$ cat config.mk
export PLATFORM = sky130hd
export DESIGN_NAME = div_ctrl
export DESIGN_NICKNAME = d
export VERILOG_FILES = /design/src/rtl/div_ctrl_pkg.sv /design/src/rtl/axis_opnd_chan.sv /design/src/rtl/div_ctrl.sv
export SDC_FILE = /design/constraint.sdc
export NUM_CORES = 1
export LEC_CHECK = 0
export ABC_CLOCK_PERIOD_IN_PS = 2300
export CAP_MARGIN = 20
export CELL_PAD_IN_SITES_DETAIL_PLACEMENT = 1
export CELL_PAD_IN_SITES_GLOBAL_PLACEMENT = 2
export CORE_UTILIZATION = 14
export CTS_CLUSTER_DIAMETER = 80
export DETAILED_ROUTE_END_ITERATION = 16
export HOLD_SLACK_MARGIN = 0.06
export PLACE_DENSITY = 0.81
export SYNTH_ARGS = -nofsm -noshare
export SYNTH_HDL_FRONTEND = slang
export SYNTH_SLANG_ARGS = --single-unit
$ cat constraint.sdc
create_clock -name clk -period 2.3 [get_ports clk]
set_clock_uncertainty 0.15 [all_clocks]
set_input_delay 0.345 -clock clk [delete_from_list [all_inputs] [get_ports clk]]
set_output_delay 0.345 -clock clk [all_outputs]
set_load 0.01 [all_outputs]
$ cat src/rtl/div_ctrl_pkg.sv
// Shared definitions for the EXE-stage divide sequencer: state encoding
// and the divider result width.
package div_ctrl_pkg;

  localparam int DIV_RES_WD = 64;

  typedef logic [1:0] divc_state_t;

  localparam divc_state_t DIVC_IDLE = 2'd0;
  localparam divc_state_t DIVC_SEND = 2'd1;
  localparam divc_state_t DIVC_WAIT = 2'd2;
  localparam divc_state_t DIVC_DONE = 2'd3;

endpackage

$ cat src/rtl/axis_opnd_chan.sv
// One AXI-Stream operand channel: raises tvalid while enabled and not yet
// accepted, and remembers the completed handshake until cleared.
module axis_opnd_chan (
  input  logic clk,
  input  logic reset,
  input  logic clr_i,
  input  logic en_i,
  input  logic tready_i,
  output logic tvalid_o,
  output logic done_o
);

  logic sent_q, sent_d;
  logic accept;

  assign tvalid_o = en_i & ~sent_q;
  assign accept   = tvalid_o & tready_i;
  // Counts a handshake completing this cycle so both channels can finish together.
  assign done_o   = sent_q | accept;

  always_comb begin
    sent_d = sent_q;
    if (clr_i)       sent_d = 1'b0;
    else if (accept) sent_d = 1'b1;
  end

  // NOTE: flops use non-blocking assignment so every register samples
  // pre-edge values; reset is synchronous like the rest of the pipeline.
  always_ff @(posedge clk) begin
    if (reset) sent_q <= 1'b0;
    else       sent_q <= sent_d;
  end

endmodule

$ cat src/rtl/div_ctrl.sv
// EXE-stage divide sequencer: latches operands, feeds the signed or unsigned
// divider IP, writes HI/LO and drains the IP result of flushed operations.
module div_ctrl
  import div_ctrl_pkg::*;
#(
  parameter int DATA_W = DIV_RES_WD / 2
) (
  input  logic                clk,
  input  logic                reset,
  input  logic                es_valid,
  input  logic                op_div,
  input  logic                op_divu,
  input  logic                flush,
  input  logic                ms_allowin,
  input  logic [DATA_W-1:0]   src_a,
  input  logic [DATA_W-1:0]   src_b,
  output logic                s_dividend_tvalid,
  output logic                s_divisor_tvalid,
  input  logic                s_dividend_tready,
  input  logic                s_divisor_tready,
  output logic                u_dividend_tvalid,
  output logic                u_divisor_tvalid,
  input  logic                u_dividend_tready,
  input  logic                u_divisor_tready,
  output logic [DATA_W-1:0]   dividend_tdata,
  output logic [DATA_W-1:0]   divisor_tdata,
  input  logic                s_dout_tvalid,
  input  logic                u_dout_tvalid,
  input  logic [2*DATA_W-1:0] s_dout_tdata,
  input  logic [2*DATA_W-1:0] u_dout_tdata,
  output logic                ready_go,
  output logic                hilo_we,
  output logic [DATA_W-1:0]   lo_wdata,
  output logic [DATA_W-1:0]   hi_wdata,
  output logic                busy
);

  divc_state_t       state_q, state_d;
  logic              sel_signed_q, sel_signed_d;
  logic              abort_q, abort_d;
  logic [DATA_W-1:0] a_q, a_d, b_q, b_d;

  logic              is_div, start;
  logic              a_tvalid, b_tvalid, a_tready, b_tready, a_done, b_done;
  logic              dout_v, result_ok;
  logic [2*DATA_W-1:0] dout_data;

  assign is_div = op_div | op_divu;
  assign start  = es_valid & is_div & ~flush;

  assign a_tready  = sel_signed_q ? s_dividend_tready : u_dividend_tready;
  assign b_tready  = sel_signed_q ? s_divisor_tready  : u_divisor_tready;
  assign dout_v    = sel_signed_q ? s_dout_tvalid     : u_dout_tvalid;
  assign dout_data = sel_signed_q ? s_dout_tdata      : u_dout_tdata;

  axis_opnd_chan u_dividend_chan (
    .clk      (clk),
    .reset    (reset),
    .clr_i    (state_q == DIVC_IDLE),
    .en_i     (state_q == DIVC_SEND),
    .tready_i (a_tready),
    .tvalid_o (a_tvalid),
    .done_o   (a_done)
  );

  axis_opnd_chan u_divisor_chan (
    .clk      (clk),
    .reset    (reset),
    .clr_i    (state_q == DIVC_IDLE),
    .en_i     (state_q == DIVC_SEND),
    .tready_i (b_tready),
    .tvalid_o (b_tvalid),
    .done_o   (b_done)
  );

  assign s_dividend_tvalid = a_tvalid &  sel_signed_q;
  assign s_divisor_tvalid  = b_tvalid &  sel_signed_q;
  assign u_dividend_tvalid = a_tvalid & ~sel_signed_q;
  assign u_divisor_tvalid  = b_tvalid & ~sel_signed_q;
  assign dividend_tdata    = a_q;
  assign divisor_tdata     = b_q;

  // A flush arriving with the result wins: the result is dropped.
  assign result_ok = (state_q == DIVC_WAIT) & dout_v & ~abort_q & ~flush;
  assign hilo_we   = result_ok;
  assign lo_wdata  = result_ok ? dout_data[2*DATA_W-1:DATA_W] : '0;
  assign hi_wdata  = result_ok ? dout_data[DATA_W-1:0]        : '0;

  assign ready_go = ((state_q == DIVC_IDLE) & ~is_div) | result_ok | (state_q == DIVC_DONE);
  assign busy     = (state_q != DIVC_IDLE);

  // NOTE: every signal assigned here gets its default first, so no latch is inferred.
  always_comb begin
    state_d      = state_q;
    sel_signed_d = sel_signed_q;
    abort_d      = abort_q;
    a_d          = a_q;
    b_d          = b_q;
    case (state_q)
      DIVC_IDLE: begin
        abort_d = 1'b0;
        if (start) begin
          state_d      = DIVC_SEND;
          a_d          = src_a;
          b_d          = src_b;
          sel_signed_d = op_div;
        end
      end
      DIVC_SEND: begin
        if (flush) abort_d = 1'b1;
        if (a_done & b_done) state_d = DIVC_WAIT;
      end
      DIVC_WAIT: begin
        if (flush) abort_d = 1'b1;
        if (dout_v) begin
          abort_d = 1'b0;
          if (abort_q | flush | ms_allowin) state_d = DIVC_IDLE;
          else                              state_d = DIVC_DONE;
        end
      end
      DIVC_DONE: begin
        if (ms_allowin | flush) state_d = DIVC_IDLE;
      end
      default: state_d = DIVC_IDLE;
    endcase
  end

  always_ff @(posedge clk) begin
    if (reset) begin
      state_q      <= DIVC_IDLE;
      sel_signed_q <= 1'b0;
      abort_q      <= 1'b0;
      a_q          <= '0;
      b_q          <= '0;
    end else begin
      state_q      <= state_d;
      sel_signed_q <= sel_signed_d;
      abort_q      <= abort_d;
      a_q          <= a_d;
      b_q          <= b_d;
    end
  end

endmodule

Yosys cells after proc, flatten, opt, wreduce, memory -nomap -nowiden
Index checks and enable logic that the tools add are counted.
{"block": "totals", "register_bits": 70, "latchBits": 0, "ramBits": 0, "rom_bits": 0, "input_bits": 205, "elab_cells": 64, "memories": 0}
{"block": "op_classes", "add_sub_neg": 0, "multipliers": 0, "div": 0, "magnitude_cmp": 0, "n_eq_ne": 7, "shift": 0, "mux": 15, "bitwise_logic": 29, "n_reduce_logical": 6}
{"cell": "2-to-1 mux 32 bit", "count": 2}
{"cell": "2-to-1 mux 64 bit", "count": 1}
{"cell": "AND 1 bit", "count": 15}
{"cell": "2-to-1 mux 2 bit", "count": 5}
{"cell": "OR 1 bit", "count": 8}
{"cell": "one-hot mux 2 bit (4 select lines)", "count": 1}
{"cell": "!= test 2 bit (second input constant)", "count": 3}
{"cell": "inverter 1 bit", "count": 6}
{"cell": "2-to-1 mux 1 bit", "count": 5}
{"cell": "equality test 2 bit (second input constant)", "count": 2}
{"cell": "AND reduction 4 bit", "count": 1}
{"cell": "one-hot mux 1 bit (3 select lines)", "count": 1}
{"cell": "nonzero test 3 bit", "count": 1}
{"cell": "equality test 2 x 1 -> 1 bit (second input constant)", "count": 1}
{"cell": "logical NOT 2 bit", "count": 1}
{"cell": "!= test 2 x 1 -> 1 bit (second input constant)", "count": 1}
{"cell": "AND reduction 2 bit", "count": 1}
{"cell": "nonzero test 2 bit", "count": 1}
{"cell": "OR reduction 2 bit", "count": 1}

Depth between registers and ports, before layout
Gate-level depths: netlist (run 1).
{"block": "logic_depth", "ltp_word": 7, "depth_mapped": 8, "ltp_nobuf": 6}

By module
Synthesis (run 1) repeated with hierarchy kept, for this count alone.
{"block": "hier_totals", "hier_cells": 474, "area_unflattened_um2": 3555.9}
{"mod": "div_ctrl", "n_inst": 1, "cells_per_inst": 466, "area_per_inst_um2": 3463.3, "seq_area_each_um2": 1361.3}
{"mod": "axis_opnd_chan", "n_inst": 2, "cells_per_inst": 4, "area_per_inst_um2": 46.3, "seq_area_each_um2": 20.0}

Worst setup path after synthesis (run 1)
Ideal clock, no wire load.
{"block": "synth_timing", "path_type": "register to output", "startpoint": "reg state_q[0]", "endpoint": "out hi_wdata[0]", "t_arrival_ns": 1.633, "t_required_ns": 1.805, "slack_ns": 0.172, "path_stages_with_launch": 8, "n_path_buf": 2, "path_cell_list": "dfxtp_1 -> inv_1 -> ha_1 -> nor2b_1 -> or3b_1 -> buf_2 -> buf_2 -> nor2_1"}
{"block": "synth_via", "elab_chain_cells": 5}
{"element": "start: declaration", "line": "div_ctrl.sv:38", "source": "divc_state_t state_q, state_d;"}
{"element": "start signal: assignment", "line": "div_ctrl.sv:136", "source": "state_q <= state_d;"}
{"element": "equality test 2 bit", "line": "div_ctrl.sv:84", "source": "assign result_ok = (state_q == DIVC_WAIT) & dout_v & ~abort_q & ~flush;"}
{"element": "AND 1 bit (3 in a row)", "line": "div_ctrl.sv:84"}
{"element": "2-to-1 mux 32 bit", "line": "div_ctrl.sv:87", "source": "assign hi_wdata = result_ok ? dout_data[DATA_W-1:0] : '0;"}
{"element": "end: declaration", "line": "div_ctrl.sv:34", "source": "output logic [DATA_W-1:0] hi_wdata,"}
Every way passes these cells.

Final worst setup path (run 1)
{"block": "layout_timing", "startpoint": "reg state_q[0]", "endpoint": "out lo_wdata[21]"}
{"block": "layout_via", "elab_chain_cells": 5}
{"element": "equality test 2 bit", "line": "div_ctrl.sv:84"}
{"element": "AND 1 bit (3 in a row)", "line": "div_ctrl.sv:84"}
{"element": "2-to-1 mux 32 bit", "line": "div_ctrl.sv:86", "source": "assign lo_wdata = result_ok ? dout_data[2*DATA_W-1:DATA_W] : '0;"}
{"element": "end: declaration", "line": "div_ctrl.sv:33", "source": "output logic [DATA_W-1:0] lo_wdata,"}
Every way passes these cells.

==> results of run 1 <==
## tightest hold or removal path, delay by kind of cell (launching register included)
family,cells,cell delay (ns)
flip-flops,1,0.30
AND/OR/NAND/NOR,1,0.05
AO/OA/AOI/OAI,1,0.05
## worst paths after layout
path | to | slack, ns
hold / removal | divisor_tdata[13]$_SDFFE_PP0P_ | 0.30
setup reg to reg | divisor_tdata[23]$_SDFFE_PP0P_ | 0.09
setup / recovery | lo_wdata[21] | -0.25
hold reg to reg | divisor_tdata[13]$_SDFFE_PP0P_ | 0.30
## cell usage after synthesis (2+ instances only)
| library cell | instances |
|---|---|
| sky130_fd_sc_hd__nand2_1 | 131 |
| sky130_fd_sc_hd__nor2_1 | 72 |
| sky130_fd_sc_hd__a21oi_1 | 70 |
| sky130_fd_sc_hd__dfxtp_1 | 70 |
| sky130_fd_sc_hd__mux2i_1 | 65 |
| sky130_fd_sc_hd__clkbuf_1 | 16 |
| sky130_fd_sc_hd__buf_2 | 9 |
| sky130_fd_sc_hd__buf_4 | 6 |
| sky130_fd_sc_hd__buf_6 | 6 |
| sky130_fd_sc_hd__inv_1 | 6 |
| sky130_fd_sc_hd__ha_1 | 5 |
| sky130_fd_sc_hd__nand2b_1 | 3 |
| sky130_fd_sc_hd__nor3_1 | 3 |
| sky130_fd_sc_hd__mux2_2 | 2 |
| sky130_fd_sc_hd__o21ai_0 | 2 |
## final cells by class
cell class	instances	area, um2
Clock inverter	4	70.1
Clock buffer	12	246
Inverter	7	26.3
Fill cell	2958	17200
Timing Repair Buffer	376	3720
Antenna cell	3	7.51
Multi-Input combinational cell	365	2280
Sequential cell	70	1410
Tap cell	330	413
## power breakdown
part | internal [mW] | switching, mW | total [mW]
sequential | 1.32 | 0.0534 | 1.37
clock | 0.977 | 0.534 | 1.51
combinational | 0.891 | 0.750 | 1.64
total | 3.19 | 1.34 | 4.52
## per-layer routing
layer	track usage	vias to the layer above	wire, um
met2	0.260	199	10600
li1	-	2277	-
met1	0.161	2192	8250
met4	0.0523	0	400
met3	0.0399	16	1690
met5	0	-	0
## kinds of logic after synthesis
kind of cell / share of synthesized area
muxes: 0.188
adders and majority gates: 0.0172
DFF: 0.385
AOI/OAI and AO/OA: 0.112
and+or+nand+nor: 0.232
buffers and inverters: 0.0670
## metrics by stage
stage,TNS [ns],cells,total power [mW]
after floorplan,0,479,2.01
after detailed placement,-30.85,1131,2.88
after global routing,-16.75,1167,4.77
after global placement,-30.13,1131,2.86
after CTS,-12.88,1162,4.51
final,-12.37,1167,4.52
## registers in the layout, indices dropped and copies added (netlist names)
name and flops:
state_q 2, dividend_tdata 32, abort_q 1, u_dividend_chan.sent_q 1, u_divisor_chan.sent_q 1, sel_signed_q 1, divisor_tdata 32
## cells in the final DEF (no fill, tap or decap), types with 2 or more instances in the layout
master	netlist	final
sky130_fd_sc_hd__a21oi_1	70	70
sky130_fd_sc_hd__buf_12	0	6
sky130_fd_sc_hd__buf_16	0	6
sky130_fd_sc_hd__buf_2	9	44
sky130_fd_sc_hd__buf_4	6	19
sky130_fd_sc_hd__buf_6	6	26
sky130_fd_sc_hd__bufinv_16	0	2
sky130_fd_sc_hd__clkbuf_1	16	2
sky130_fd_sc_hd__clkbuf_16	0	11
sky130_fd_sc_hd__clkdlybuf4s50_1	0	267
sky130_fd_sc_hd__clkinv_2	0	2
sky130_fd_sc_hd__dfxtp_1	70	67
sky130_fd_sc_hd__dfxtp_2	0	2
sky130_fd_sc_hd__diode_2	0	3
sky130_fd_sc_hd__dlygate4sd2_1	0	3
sky130_fd_sc_hd__ha_1	5	2
sky130_fd_sc_hd__ha_2	0	2
sky130_fd_sc_hd__inv_1	6	4
sky130_fd_sc_hd__inv_2	1	3
sky130_fd_sc_hd__mux2_2	2	2
sky130_fd_sc_hd__mux2i_1	65	65
sky130_fd_sc_hd__nand2_1	131	130
sky130_fd_sc_hd__nand2b_1	3	3
sky130_fd_sc_hd__nor2_1	72	24
sky130_fd_sc_hd__nor2_2	0	27
sky130_fd_sc_hd__nor2_4	0	21
sky130_fd_sc_hd__nor3_1	3	3
sky130_fd_sc_hd__o21ai_0	2	2
## timing repair
action | CTS | global route
cloned | 5 | 2
gates resized for setup | 325 | 69
setup buffers | 10 | 0
endpoints found under the setup margin | 71 | 136
hold buffers | 0 | 0
pin swaps | 24 | 4
==> impl_metrics.toml, run 1 <==
[yosys]
synth_top_cell_by_area = "sky130_fd_sc_hd__dfxtp_1"
async_reset_ff_frac = 0
mappedNetlistArea_um2 = 3640
post_synth_inst_count = 479
post-synth-top-area-fraction = 0.385
synth-seq-cells = 70
nets_in_the_synthesized_netlist = 689
unique_masters_post_synth = 28
yosys_warnings = 0
synth_flop_cell = "sky130_fd_sc_hd__dfxtp_1"
synth-edff-count = 0
syn-mean-instance-area_um2 = 7.60
seq_area_frac_synth = 0.385
synth.top_cells.by_area = "sky130_fd_sc_hd__dfxtp_1, sky130_fd_sc_hd__mux2i_1, sky130_fd_sc_hd__nand2_1, sky130_fd_sc_hd__a21oi_1, sky130_fd_sc_hd__nor2_1"

[floorplanning]
floorplan.initialDensity = 0.144
die-area_um2 = 26700
core_area_um2 = 25300
io_pins = 340
die_height_um = 163
die_x_um = 163
placement_rows = 58

[worst_hold_path]
holdPathStages = 2
hp-start = "divisor_tdata[13]$_SDFFE_PP0P_"
holdCritPathClass = "register to register"

[route]
overall_via_count_from_detail_route = 4684
routed_wire_length_per_instance_um = 17.9
detail-route-antenna-nets = 0
post_drt_via_cell_ratio = 4.01
postRouteWirelength_um = 20900
drt_first_iter_violations = 169
first_pass_iters = 4
route.detailed.drc = 0

[global_routing]
grt_start_max_net_pins = 66
grt_first_pass_wirelength_um = 28700
gr-usage-all-layers = 0.144
global_route.overflow_total = 0
first_global_vias = 4852
grt_antenna_before_repair = 3

[clock_tree]
cts_tree = "built"
cts_made_buffers = 9
cts_sinks = 70
ctsLongestPathBuffers = 2
clock-root-buffer = "sky130_fd_sc_hd__clkbuf_16"
clock_latency_late_sink_ns = 0.33
clk_pin_slew_ns = 0.06
cts-htree-levels = 3

[sta]
tightest_slew_ns = 0.560
report.final.setup_viol = 66
final.period_utilization = 1.11
slew_headroom = 0.627
grt_setup_unrepaired = "true"
post-route-worst-setup-slack_ns = -0.250
timing.hold.ws_ns = 0.301
drv_slew = 0
min_period_ns = 2.55
final_hold_viol_count = 0
top_achievable_clock_speed_ghz = 0.392

[pwr]
p_per_area_nw_per_um2 = 553
leakagePower_nw = 3.02
ir_drop_uv = 268

[final_layout]
final_core_utilization = 0.323
nNetsFinal = 1039
area_growth_syn_to_layout_pct = 124
drive_above_1_share = 0.221
postLayoutCellArea_um2 = 8180

[setup_path]
critical_path_depth = 9
cp_slowest_stage_delay_ns = 0.42
path_common_cell = "sky130_fd_sc_hd__buf_16"
crit_buf_inv = 5
critical_path_s_top_delay_family = "buffers and inverters"
worst_setup_path_end_kind = "primary output"
startpoint_type = "register"
critPathSlowestCell = "sky130_fd_sc_hd__or3b_4"
path_cells = "inv_2, ha_4, nor2b_4, or3b_4, buf_12, buf_16, buf_16, nor2_1, buf_2"
path_class = "register to primary output"
critPathRequiredTime_ns = 1.80
critPathLaunch = "state_q[0]$_SDFFE_PP0P_"
cp.arrival_ns = 2.06
maximum_fanout_encountered_on_the_critical_timing_path = 5
worst_r2r_path_depth = 10
r2r_start = "state_q[0]$_SDFFE_PP0P_"

[run_status]
violations = "setup timing"
status = "finished, violations left"

[run]
timing.max_cap.violations = 0

[placed_design]
io_buffer_count = 339
preCtsSetupSlack_ns = -0.501
dpl_cell_area_um2 = 7450
finalWeightedCongestion = 0.792
detailed_place_hpwl_um = 15100
(Power assumes the default switching activity.)
==> inputs of run 2 (changes only) <==
CELL_PAD_IN_SITES_DETAIL_PLACEMENT = default   (was 1)
CELL_PAD_IN_SITES_GLOBAL_PLACEMENT = default   (was 2)
CORE_AREA = 2 2 133 135   (was default)
CORE_UTILIZATION = default   (was 14)
DIE_AREA = 0 0 135 137   (was default)
PLACE_DENSITY = default   (was 0.81)
PLACE_DENSITY_LB_ADDON = 0.08   (was default)
==> run 2 against run 1 <==
Against the previous run: the flow still finishes with violations (setup timing); setup slack improved by 0.057 ns; sequential share of layout area increased by 0.12 points; via count decreased by 1.5%; worst hold slack improved by 0.00063 ns; clock power decreased by 19%; critical path depth decreased by 1; flip-flop and latch count unchanged; combinational power decreased by 5%; maximum frequency increased by 2.3%; utilization increased by 15 points; non-clock buffer count decreased by 9; power decreased by 8.4%; critical endpoint is now hi_wdata[22].
==> impl_metrics.toml, run 2 (synthesized netlist as in run 1, its figures left out) <==
[floorplanning]
placement_rows = 48
die_x_um = 135
die_height_um = 137
die-area_um2 = 18500
io_pins = 340
core_area_um2 = 17100
floorplan.initialDensity = 0.214

[setup_path]
critical_path_s_top_delay_family = "simple AND/OR/NAND/NOR gates"
critPathSlowestCell = "sky130_fd_sc_hd__or3b_4"
crit_buf_inv = 4
critPathRequiredTime_ns = 1.80
cp_slowest_stage_delay_ns = 0.43
path_class = "register to primary output"
startpoint_type = "register"
path_cells = "inv_2, ha_4, nor2b_4, or3b_4, buf_12, clkbuf_16, nor2_1, buf_2"
cp.arrival_ns = 2.00
maximum_fanout_encountered_on_the_critical_timing_path = 6
worst_setup_path_end_kind = "primary output"

[sta]
setup_tns_ns = -8.24
report.final.setup_viol = 66
slew_headroom = 0.652
final.period_utilization = 1.08
grt_setup_unrepaired = "true"
post-route-worst-setup-slack_ns = -0.193
top_achievable_clock_speed_ghz = 0.401
final_hold_viol_count = 0
drv_slew = 0
tightest_slew_ns = 0.521
min_period_ns = 2.49

[pwr]
combPwrFrac = 0.373
p_per_area_nw_per_um2 = 510
ir_drop_uv = 325
p_sw_mw = 1.26
post-layout-total-power_mw = 4.14
seq_power_share = 0.331
clock_power_frac = 0.295
cellInternalPower_mw = 2.88
leakagePower_nw = 2.95
power_switching_share = 0.304

[route]
post_drt_via_cell_ratio = 4.38
drt_first_iter_violations = 106
overall_via_count_from_detail_route = 4613
postRouteWirelength_um = 18800
detail-route-antenna-nets = 0
routed_wire_length_per_instance_um = 17.8
route.detailed.drc = 0
first_pass_iters = 4

[placed_design]
detailed_place_hpwl_um = 14100
io_buffer_count = 339
dpl.cell_count = 1024
finalWeightedCongestion = 0.887

[clock_tree]
cts-htree-levels = 3
clk_pin_slew_ns = 0.05
cts_tree = "built"
cts_made_buffers = 9
ctsHoldBuffers = 0
ctsLongestPathBuffers = 2
cts_sinks = 70
clock_latency_late_sink_ns = 0.32
clock-root-buffer = "sky130_fd_sc_hd__clkbuf_16"

[final_layout]
final_core_utilization = 0.476
layout.cells.most_common = "sky130_fd_sc_hd__clkdlybuf4s50_1"
nNetsFinal = 1030
final_cell_mix = "sky130_fd_sc_hd__clkdlybuf4s50_1, sky130_fd_sc_hd__nand2_1, sky130_fd_sc_hd__a21oi_1, sky130_fd_sc_hd__dfxtp_1, sky130_fd_sc_hd__mux2i_1"
drive_above_1_share = 0.205
final-instance-count-excl-fill = 1054
area_growth_syn_to_layout_pct = 123

[global_routing]
global_route.overflow_total = 0
grt_first_pass_wirelength_um = 26800
gr-usage-all-layers = 0.191
grt_antenna_before_repair = 5
grt_start_max_net_pins = 66
first_global_vias = 4610

[run_status]
status = "finished, violations left"
violations = "setup timing"

[worst_hold_path]
holdCritPathClass = "register to register"

[run]
timing.max_cap.violations = 0
-- run 2: cell count changes in the layout (fill, tap and decap cells not counted), sizes merged --
cell	before	now
buf	102	80
bufinv	2	0
clkbuf	15	14
clkdlybuf4s15	1	13
clkinv	2	4
diode	3	4
dlygate4sd2	3	5
-- run 2: final timing paths --
kind              depth (start not counted)  slack (ns)                         endpoint                      startpoint
setup reg to reg                          8        0.12  dividend_tdata[18]$_SDFFE_PP0P_         state_q[1]$_SDFFE_PP0P_
setup / recovery                          8       -0.19                     hi_wdata[22]         state_q[0]$_SDFFE_PP0P_
hold / removal                            2        0.30   dividend_tdata[1]$_SDFFE_PP0P_  dividend_tdata[1]$_SDFFE_PP0P_
hold reg to reg                           2        0.30   dividend_tdata[1]$_SDFFE_PP0P_  dividend_tdata[1]$_SDFFE_PP0P_
-- run 2: tightest hold or removal path, cell delays in order, from the launching register on --
cell	delay [ns]
sky130_fd_sc_hd__dfxtp_1	0.30
sky130_fd_sc_hd__nand2_1	0.05
sky130_fd_sc_hd__a21oi_1	0.05
-- run 2: layout make-up --
cell class / count / area, um2
clock inverter: 4 / 23.8
timing repair buffer: 367 / 3810
sequential: 70 / 1410
inverter: 7 / 26.3
fill: 1620 / 8940
antenna: 4 / 10.0
tap: 225 / 282
multi-input combinational: 365 / 2320
clock buffer: 12 / 236
-- run 2: what timing repair did --
item,in CTS,in global routing
buffers inserted,3,0
pin swaps,13,31
gates resized for setup,294,102
endpoints found under the setup margin,71,66
cloned,5,2
-- run 2: metrics by stage --
step	worst slack (ns)	area, um2	hold WS [ns]
final	-0.193	8120	0.302
after global routing	-0.258	8120	0.318
after CTS	-0.187	7600	0.303
after detailed placement	-0.558	7310	0.296
after global placement	-0.500	7310	0.292
after floorplan	0.172	3640	0.328
-- run 2: metal layers --
layer  track usage  vias up  part of all wire
li1              -     2256                 -
met1         0.210     2132              0.37
met2         0.345      200              0.52
met3        0.0619       23             0.088
met4        0.0694        2             0.021
met5             0        -           0.00069
-- run 2: power by group through the flow --
stage	Sequential (mW)	Clock [mW]	Combinational (mW)
floorplan	1.44	0	0.577
global placement	1.39	0	1.44
detailed placement	1.39	0	1.47
CTS	1.37	1.28	1.49
global route	1.38	1.32	1.66
finish	1.37	1.22	1.55
